===== config.mk =====
export PLATFORM = sky130hd
export DESIGN_NAME = shared_and_arb
export DESIGN_NICKNAME = d
export VERILOG_FILES = /design/src/rtl/shared_and_arb.sv
export SDC_FILE = /design/constraint.sdc
export NUM_CORES = 1
export LEC_CHECK = 0
export ABC_CLOCK_PERIOD_IN_PS = 3650
export BUFFER_PORTS_ARGS = -buffer_cell sky130_fd_sc_hd__buf_4
export CORE_ASPECT_RATIO = 0.75
export CORE_MARGIN = 1.5
export CORE_UTILIZATION = 51
export CTS_CLUSTER_DIAMETER = 30
export DETAILED_ROUTE_END_ITERATION = 6
export HOLD_SLACK_MARGIN = 0.1
export PLACE_DENSITY = 0.95
export SLEW_MARGIN = 20
export SYNTH_ARGS = -nofsm -noshare
export SYNTH_HDL_FRONTEND = slang
export SYNTH_SLANG_ARGS = --single-unit

===== constraint.sdc =====
create_clock -name clk -period 3.65 [get_ports clk]
set_input_delay 0.365 -clock clk [delete_from_list [all_inputs] [get_ports clk]]
set_output_delay 0.365 -clock clk [all_outputs]
set_load 0.05 [all_outputs]

===== src/rtl/shared_and_arb.sv =====
// Round-robin arbiter that time-shares one W-bit AND unit among N requesters.
// Each operation runs IDLE -> EXEC -> DONE; results come back tagged with the channel index.
module shared_and_arb #(
    parameter int unsigned N   = 4,
    parameter int unsigned W   = 8,
    parameter int unsigned IDW = (N > 1) ? $clog2(N) : 1
) (
    input  logic             clk,
    input  logic             rst,
    input  logic [N-1:0]     req,
    input  logic [N*W-1:0]   op_a,
    input  logic [N*W-1:0]   op_b,
    output logic [N-1:0]     gnt,
    output logic [W-1:0]     res,
    output logic             res_valid,
    output logic [IDW-1:0]   res_id,
    output logic             busy
);

    typedef enum logic [1:0] {StIdle, StExec, StDone} state_e;

    state_e         state_q, state_d;
    logic [IDW-1:0] ptr_q, ptr_d;
    logic [IDW-1:0] id_q, id_d;
    logic [IDW-1:0] res_id_q, res_id_d;
    logic [W-1:0]   a_q, a_d;
    logic [W-1:0]   b_q, b_d;
    logic [W-1:0]   res_q, res_d;
    logic [N-1:0]   gnt_q, gnt_d;
    logic           res_valid_q, res_valid_d;

    logic           found;
    logic [IDW-1:0] sel;
    int unsigned    idx;
    logic [W-1:0]   and_out;

    // The single shared datapath unit, fed only from the captured operands.
    assign and_out = a_q & b_q;

    // First requester at or after ptr, wrapping at N so indices >= N never appear.
    always_comb begin
        found = 1'b0;
        sel   = '0;
        idx   = 0;
        for (int unsigned off = 0; off < N; off++) begin
            idx = off + 32'(ptr_q);
            if (idx >= N) begin
                idx = idx - N;
            end
            if (!found && req[idx[IDW-1:0]]) begin
                found = 1'b1;
                sel   = idx[IDW-1:0];
            end
        end
    end

    always_comb begin
        state_d     = state_q;
        ptr_d       = ptr_q;
        id_d        = id_q;
        res_id_d    = res_id_q;
        a_d         = a_q;
        b_d         = b_q;
        res_d       = res_q;
        gnt_d       = gnt_q;
        res_valid_d = res_valid_q;
        case (state_q)
            StIdle: begin
                if (found) begin
                    gnt_d      = '0;
                    gnt_d[sel] = 1'b1;
                    a_d        = op_a[sel*W +: W];
                    b_d        = op_b[sel*W +: W];
                    id_d       = sel;
                    state_d    = StExec;
                end
            end
            StExec: begin
                gnt_d       = '0;
                res_d       = and_out;
                res_id_d    = id_q;
                res_valid_d = 1'b1;
                // Just-served channel drops to lowest priority next round.
                ptr_d       = (id_q == IDW'(N - 1)) ? '0 : id_q + 1'b1;
                state_d     = StDone;
            end
            StDone: begin
                res_valid_d = 1'b0;
                state_d     = StIdle;
            end
            default: begin
                gnt_d       = '0;
                res_valid_d = 1'b0;
                state_d     = StIdle;
            end
        endcase
    end

    always_ff @(posedge clk or posedge rst) begin
        if (rst) begin
            state_q     <= StIdle;
            ptr_q       <= '0;
            id_q        <= '0;
            res_id_q    <= '0;
            a_q         <= '0;
            b_q         <= '0;
            res_q       <= '0;
            gnt_q       <= '0;
            res_valid_q <= 1'b0;
        end else begin
            state_q     <= state_d;
            ptr_q       <= ptr_d;
            id_q        <= id_d;
            res_id_q    <= res_id_d;
            a_q         <= a_d;
            b_q         <= b_d;
            res_q       <= res_d;
            gnt_q       <= gnt_d;
            res_valid_q <= res_valid_d;
        end
    end

    assign gnt       = gnt_q;
    assign res       = res_q;
    assign res_valid = res_valid_q;
    assign res_id    = res_id_q;
    assign busy      = (state_q != StIdle);

endmodule

==> metrics.yaml <==
cts_resized: 0
ys_ff_latch: 37
cts_inserted_buffers: 5
max_slew_margin: 0.505
top_layer_used: "met4"
rsz0062_at_grt: "no"
antenna_found_initial: 0
path_max_fanout: 22
drcViolationCount: 0
design.portCount: 86
finalHoldViolations: 0
insertion_delay_ps: 290
maxCapViolations: 0
fin_nets: 363
grt_pass1_wl_um: 8740
clock_skew_ps: 3.02
post_cts.repair.setup_buffers: 0
fin_crit_ps: 2590
vias: 1943
ctsHoldBuffers: 0
ys_types: 35
overflow: 0
cts_tree: "done"
synth_top_cell_by_area: "dfrtp_1"
n_antenna_cell: 0
avgSynthCellArea_um2: 9.38
drt_pass1_iterations: 4
die_area_mm2: 0.00431
p_leak_nw: 1.36
cp_num_buf_inv: 0
synth.net_count: 284
final_cell_mix: "buf_4 (87), dfrtp_1 (37), nand2_1 (33)"
hpwl_um: 4020
fin_tns_setup_ps: 0
drive_gt1_frac: 0.345
fillCellCount: 281
wirelength_um: 5280
crit_arrival_ps: 2730
critical_path_class: "register to register"
crit_family: "simple AND/OR/NAND/NOR gates"
synth_top_cell_area_share: 0.463
layout_worst_path_cycle_share: 0.709
portBuffers: 85
core_area_mm2: 0.00371
timing.hold.ws_ps: 190
grt_pass1_vias: 1875
peakVddDrop_mv: 0.628
final_common_cell: "buf_4"
netlist_area_mm2: 0.00200
grt_util_all_layers: 0.275
hold_class: "primary input to async pin"
maxClockFrequency_ghz: 0.387
grt_max_degree: 38
crit_chain: "and2b_1 -> o21ai_2 -> and2_1 -> mux2i_1 -> o221ai_1"
drt_iter0_markers: 125
cp.depth: 5
netlist_top_cells_area: "dfrtp_1 (46%), nand2_1 (6.2%), mux2i_1 (6.0%)"
worstSetupStartpointType: "register"
drtAntennaViolNets: 0
reg2reg_depth: 5
cts.path.max_buffers: 2
cts_root_buffer: "clkbuf_8"
cts.sinks: 37
via_per_inst: 5.63
wl_met2_um: 2630
netlist_instances: 213
power_density_mw_per_mm2: 830
routabilityCongestion: 0.884
end_kind: "register"
routed_wire_length_per_instance_um: 15.3
die_h_um: 57.2
area_growth_syn_to_layout_pct: 36.8
route.met3.wl_um: 381
outcome: "finished, final reports clean"
tightest_slew_ps: 743
met1Wirelength_um: 2200
clkTransAtPathRegs_ps: 70
initial_core_util: 0.539
drv_slew: 0
critPathRequiredTime_ps: 3800
yosysWarnings: 0
cts_max_level: 2
yosysSeqAreaShare: 0.463
slowest_stage: "and2_1"
row_count: 19
die_w_um: 75.3
critical-path-max-stage-delay_ps: 710
setup_viol: 0
[cell type report]
cell class | count | area, um2 | area share
Multi-Input combinational cell | 157 | 973 | 0.356
Timing Repair Buffer | 87 | 653 | 0.239
Sequential cell | 37 | 926 | 0.339
Inverter | 4 | 15.0 | 0.00549
Clock buffer | 7 | 96.3 | 0.0352
Tap cell | 52 | 65.1 | 0.0238
Clock inverter | 1 | 5.00 | 0.00183
[worst min-delay path, delay by kind of cell]
kind                   cells  cell delay (ps)
buffers and inverters      3              550
[power breakdown]
group          switching [mW]  leakage [nW]  internal (mW)
clock network           0.135        0.0542          0.170
logic                   0.772         0.851          0.442
registers               0.139         0.456          0.611
total                    1.05          1.36           1.22
[registers in the layout (all words and copies together) (netlist names)]
name and cells:
a_q 8, b_q 8, res 8, gnt 4, id_q 2, ptr_q 2
res_id 2, state_q 2, res_valid 1
[per-stage QoR]
step / setup slack, ps / instance area [um2] / utilization / power, mW / cells
after global placement: 1270 / 2630 / 0.710 / 1.91 / 337
after floorplan: 1880 / 2000 / - / 1.63 / 213
after detailed placement: 1120 / 2630 / 0.710 / 1.96 / 337
after global routing: 906 / 2730 / 0.737 / 2.44 / 345
after CTS: 1110 / 2730 / 0.737 / 2.27 / 345
final: 1060 / 2730 / 0.737 / 2.27 / 345
[cell families (layout without fill, tap and decap cells)]
family,Yosys count,in the layout,synth area share
AOI/OAI and AO/OA,70,70,0.244
and+or+nand+nor,71,71,0.160
DFF,37,37,0.463
adders and majority gates,1,1,0.00626
buffers and inverters,19,99,0.0495
muxes,15,15,0.0770
[cells in the mapped netlist, drive strengths merged]
| library cell | number |
|---|---|
| a211o | 1 |
| a21boi | 10 |
| a21oi | 11 |
| a221oi | 10 |
| a22o | 4 |
| and2 | 1 |
| and2b | 1 |
| and3 | 11 |
| buf | 8 |
| clkbuf | 7 |
| clkinv | 1 |
| dfrtp | 37 |
| ha | 1 |
| inv | 3 |
| mux2 | 3 |
| mux2i | 12 |
| nand2 | 33 |
| nand2b | 1 |
| nor2 | 16 |
| nor2b | 3 |
| nor3 | 2 |
| nor4 | 1 |
| o211a | 1 |
| o21ai | 21 |
| o221a | 1 |
| o221ai | 7 |
| o22a | 1 |
| o2bb2ai | 1 |
| o31a | 1 |
| o31ai | 1 |
| or2 | 2 |
[per-layer routing]
layer | up-vias | track usage
met5 | - | 0
met4 | 0 | 0.0561
met3 | 7 | 0.0636
met2 | 83 | 0.453
met1 | 916 | 0.376
li1 | 937 | -
[path summary, 6_finish.rpt]
check / start / end / slack (ps)
hold reg to reg: state_q[1] / res_valid / 490
setup reg to reg: ptr_q[0] / a_q[6] / 1060
min in group clk: op_a[26] / a_q[2] / 400
setup / recovery: ptr_q[0] / a_q[6] / 1060
hold / removal: rst / res_id[0] / 190
max in group asynchronous: rst / a_q[2] / 3140
Power figures use the tool's default switching activity.
